[src/rtl/modport_dff.sv]
// Set/clear D register with complementary outputs, change pulse and saturating
// set/clear event counters; storage element behind the MP1 modport bundle.
module modport_dff #(
  parameter int WIDTH = 1,
  parameter int CNT_W = 8
) (
  input  logic             clk,
  input  logic             rst_n,
  input  logic [WIDTH-1:0] d,
  input  logic             s,
  input  logic             r,
  output logic [WIDTH-1:0] q,
  output logic [WIDTH-1:0] q_b,
  output logic             q_changed,
  output logic [CNT_W-1:0] set_cnt,
  output logic [CNT_W-1:0] clr_cnt
);

  localparam logic [CNT_W-1:0] CNT_MAX = '1;

  logic [1:0]       rst_sync;
  logic             run;
  logic [WIDTH-1:0] q_next;
  logic             set_inc;
  logic             clr_inc;

  // Release chain: state is frozen at its reset value until the chain starts
  // filling, so the second rising edge after rst_n rises is the first honoured.
  always_ff @(posedge clk or negedge rst_n) begin
    if (!rst_n) begin
      rst_sync <= 2'b00;
    end else begin
      rst_sync <= {rst_sync[0], 1'b1};
    end
  end

  assign run = |rst_sync;

  // Clear beats set, set beats data.
  always_comb begin
    q_next = q;
    if (r) begin
      q_next = '0;
    end else if (s) begin
      q_next = '1;
    end else begin
      q_next = d;
    end
  end

  assign set_inc = run & s & ~r;
  assign clr_inc = run & r;

  always_ff @(posedge clk or negedge rst_n) begin
    if (!rst_n) begin
      q         <= '0;
      q_b       <= '1;
      q_changed <= 1'b0;
    end else if (run) begin
      q         <= q_next;
      q_b       <= ~q_next;
      q_changed <= (q_next != q);
    end else begin
      q_changed <= 1'b0;
    end
  end

  // Counters stick at all ones instead of wrapping.
  always_ff @(posedge clk or negedge rst_n) begin
    if (!rst_n) begin
      set_cnt <= '0;
      clr_cnt <= '0;
    end else begin
      if (set_inc && (set_cnt != CNT_MAX)) begin
        set_cnt <= set_cnt + 1'b1;
      end
      if (clr_inc && (clr_cnt != CNT_MAX)) begin
        clr_cnt <= clr_cnt + 1'b1;
      end
    end
  end

endmodule

[config.mk]
export PLATFORM = sky130hd
export DESIGN_NAME = modport_dff
export DESIGN_NICKNAME = d
export VERILOG_FILES = /design/src/rtl/modport_dff.sv
export SDC_FILE = /design/constraint.sdc
export NUM_CORES = 1
export LEC_CHECK = 0
export BUFFER_PORTS_ARGS = -buffer_cell sky130_fd_sc_hd__buf_2
export CORE_MARGIN = 8
export CORE_UTILIZATION = 40
export CTS_CLUSTER_SIZE = 14
export DETAILED_ROUTE_END_ITERATION = 7
export GPL_TIMING_DRIVEN = 0
export PLACE_DENSITY = 0.68
export SETUP_SLACK_MARGIN = 0.5
export SYNTH_ARGS = -nofsm -noshare
export SYNTH_HDL_FRONTEND = slang
export SYNTH_SLANG_ARGS = --single-unit
[constraint.sdc]
create_clock -name clk -period 4.7 [get_ports clk]
set_clock_uncertainty 0.1 [all_clocks]
set_input_delay 0.235 -clock clk [delete_from_list [all_inputs] [get_ports clk]]
set_output_delay 0.235 -clock clk [all_outputs]
set_load 0.1 [all_outputs]
== Word level (Yosys, flattened, before mapping) ==
Cells that the tools add are included.
W data, S select, Z words.

* Register bits: 21
* Output and inout bits: 19
* Logic and storage cells: 22

* $add $sub $neg: 2
* Eq/ne operators: 3
* Mux-type cells: 3
* Bitwise logic cells: 5
* Reductions and logical operators: 3

{| class="wikitable"
|+ Operator list
! kind !! count
|-
| $add A8 B1 Y8 const B || 2
|-
| $ne A8 B8 Y1 const B || 2
|-
| $and A1 B1 Y1 || 3
|-
| $mux W1 || 3
|-
| $logic_and A1 B1 Y1 || 2
|-
| $not A1 Y1 || 2
|-
| $reduce_or A2 Y1 || 1
|-
| $ne A1 B1 Y1 || 1
|}

== Logic depth before layout (Yosys ltp) ==
* Word-level depth: 4
* Depth in mapped cells: 5

== Least setup slack after synthesis ==
OpenSTA, ideal clock, no wires.

* Path kind: register to register
* From: reg set_cnt[0]
* To: reg set_cnt[1]
* Library setup time: 0.126 ns
* Arrival time: 2.110 ns
* Slack: 2.364 ns
* Cell stages (with the launch flop): 5
* Buffers on the path: 0
* Period minus slack after synthesis: 2.336 ns
* Path through: dfrtp_1 ha_1 nand3_1 o2111ai_2 mux2_2

* Longest elaborated chain between the ends: 2
* Elaborated cells on any way between the ends: 3

{| class="wikitable"
|+ RTL lines
! what !! RTL line !! text
|-
| start: declaration || 15 || <nowiki>output logic [CNT_W-1:0] set_cnt,</nowiki>
|-
| start signal: assignment || 75 || <nowiki>set_cnt <= set_cnt + 1'b1;</nowiki>
|-
| parallel branches: the longest is 2 deep, another holds $add A8 B1 Y8 || n/a ||
|}

Several ways; the timed one is not identified.
A chain may end at the register's enable or synchronous reset.

== Worst setup path in the final report ==
Same ends and word-level chain as after synthesis.

==> impl_metrics.json <==
{
  "cts.path.max_buffers": 2,
  "path_cells": "ha_1 -> nand3_1 -> o2111ai_2 -> mux2_2",
  "slew_violations": 0,
  "stdcell_count": 152,
  "rsz0062_at_grt": "no",
  "min_path_cells": 3,
  "grt_pass1_wl_um": 3400,
  "start_kind": "register",
  "syn-num-nets": 101,
  "synth_area_leader_cell": "dfrtp_1",
  "cp-startpoint": "set_cnt[0]",
  "cts-root-buf": "clkbuf_4",
  "worstPathMaxFanout": 5,
  "portBuffers": 23,
  "rows": 18,
  "ff2ff_setup_slack_ns": 2.97,
  "worstPathArrival_ns": 1.83,
  "holdPathEnd": "set_cnt[0]",
  "worstReg2RegEnd": "set_cnt[1]",
  "synth_ff_type": "dfrtp_1",
  "syn_avg_cell_area_um2": 10.5,
  "cts_hold_buf": 1,
  "place_congestion": 0.736,
  "rr_worst_depth": 4,
  "synth_area_leaders": "dfrtp_1 51%, mux2_2 6.9%, nor2_1 3.8%",
  "post-cts-setup-buffer-count": 0,
  "vias": 767,
  "wl_per_cell_um": 12.9,
  "first_iter_violations": 17,
  "cts.sinks": 21,
  "drt-pass1-iter-count": 4,
  "dieArea_um2": 4300,
  "drive_gt1_share_pct": 30.3,
  "drv_cap": 0,
  "synth-edff-count": 0,
  "async_flop_share_pct": 100,
  "slowest_stage": "dfrtp_1",
  "grt-ovfl-total": 0,
  "drcViolationCount": 0,
  "grt_pass1_vias": 792,
  "synth_top_area_share_pct": 50.9,
  "routed_wl_um": 1970,
  "path_class": "register to register",
  "place_inst": 147,
  "layout_min_cycle_time_ns": 1.73,
  "hold_path_class": "primary input to register",
  "cp_top_family": "flip-flops",
  "clkSlewWorstSetupHoldPaths_ns": 0.12,
  "ctsResizeCount": 0,
  "htree_levels": 1,
  "worstPathRequired_ns": 4.80,
  "syn_inst": 94,
  "clock_latency_ns": 0.30,
  "grt_max_degree": 22,
  "chipHeight_um": 65.6,
  "cts_tree": "done",
  "setup-tns-final_ns": 0,
  "crit_buf_inv": 0,
  "fin_hold_ws_ns": 0.202,
  "hold_violations": 0,
  "start_util_pct": 40.8,
  "viasPerCell": 5.05,
  "r2r_start": "set_cnt[0]",
  "nNetsFinal": 130,
  "num_antenna_cells": 0,
  "setup_viol": 0,
  "dpl.hpwl_um": 1500,
  "synth_most_common_cell": "dfrtp_1",
  "core_um2": 2410,
  "synth_commonest_cells": "20 x dfrtp_1, 10 x nor2_1, 8 x nand2_1",
  "synth_seq_area_share_pct": 53.6,
  "io_pins": 24,
  "synthToLayoutAreaGrowth_pct": 19.3,
  "cp-end-kind": "register",
  "fin_crit_sh_pct": 36.9,
  "hold_start": "s",
  "status": "complete, no violations",
  "synth_seq_cells": 21,
  "synth_cell_types": 27,
  "ys_warn_count": 0,
  "die_x_um": 65.6,
  "cpPeakStageDelay_ns": 0.44,
  "fmax_ghz": 0.577,
  "cts_buffers": 3,
  "syn_area_um2": 983,
  "track_usage_pct": 9.95,
  "antenna_found_initial": 0,
  "n_fill_cell": 229,
  "antenna_left": 0
}
[final cells by class]
| type | count | area, µm² | area share (%) |
|---|---|---|---|
| clock inverters | 1 | 5.00 | 0.426 |
| inverters | 4 | 15.0 | 1.28 |
| well taps | 30 | 37.5 | 3.20 |
| flip-flops and latches | 21 | 527 | 44.9 |
| repair buffers | 24 | 125 | 10.7 |
| clock buffers | 3 | 22.5 | 1.92 |
| multi-input cells | 69 | 442 | 37.6 |
[per-layer routing]
metal / share of wire (%) / track usage, % / up-vias
li1: - / - / 384
met1: 46 / 11.7 / 357
met2: 46 / 15.9 / 24
met3: 7.3 / 3.91 / 2
met4: 0.56 / 4.09 / 0
met5: 0 / 0 / -
[worst register-to-register path, stage by stage (launching register included)]
cell	delay [ns]
dfrtp_1	0.44
ha_1	0.22
nand3_1	0.16
o2111ai_2	0.33
mux2_2	0.37
[layout by cell type, fill, tap and decap left out, drive strengths merged, types with 2 or more instances in the layout]
cell type | synthesis | routed
dfrtp | 20 | 20
a21oi | 6 | 6
inv | 4 | 4
nor2 | 10 | 10
nand2 | 8 | 8
ha | 2 | 2
nand3 | 6 | 6
mux2 | 7 | 7
buf | 0 | 23
nor3 | 4 | 4
nand4 | 5 | 5
o21ai | 4 | 4
clkbuf | 0 | 3
xor2 | 3 | 3
xnor2 | 3 | 3
[worst max-delay path by stage]
| stage | endpoint | slack (ns) | cells past startpoint |
|---|---|---|---|
| after floorplan | set_cnt[1] | 2.36 | 4 |
| after global placement | set_cnt[1] | 2.99 | 4 |
| after detailed placement | set_cnt[1] | 2.98 | 4 |
| after CTS | set_cnt[1] | 2.95 | 4 |
| after global routing | set_cnt[1] | 2.84 | 4 |
| final | set_cnt[1] | 2.97 | 4 |
[state kept, by name (all words and copies together) (netlist names)]
name,count
q_changed,1
rst_sync,2
set_cnt,8
q_b,1
clr_cnt,8
q,1
[metrics by stage]
stage	setup slack (ns)	cell area, µm²	util, %
2_1_floorplan	2.36	983	-
3_3_place_gp	2.99	1140	47.1
3_5_place_dp	2.98	1140	47.1
4_1_cts	2.95	1170	48.7
5_1_grt	2.84	1170	48.7
6_report	2.97	1170	48.7
[cells by family after synthesis]
logic type	share of synthesized area (%)
simple gates	18.3
xor+xnor	5.34
other cells	0.381
buf+inv	1.53
flops	53.6
fa+ha+maj	2.54
mux	8.40
compound gates	9.92
Power is not shown: default switching activity piles up to over one toggle a cycle in this logic, so the estimate is an artifact.
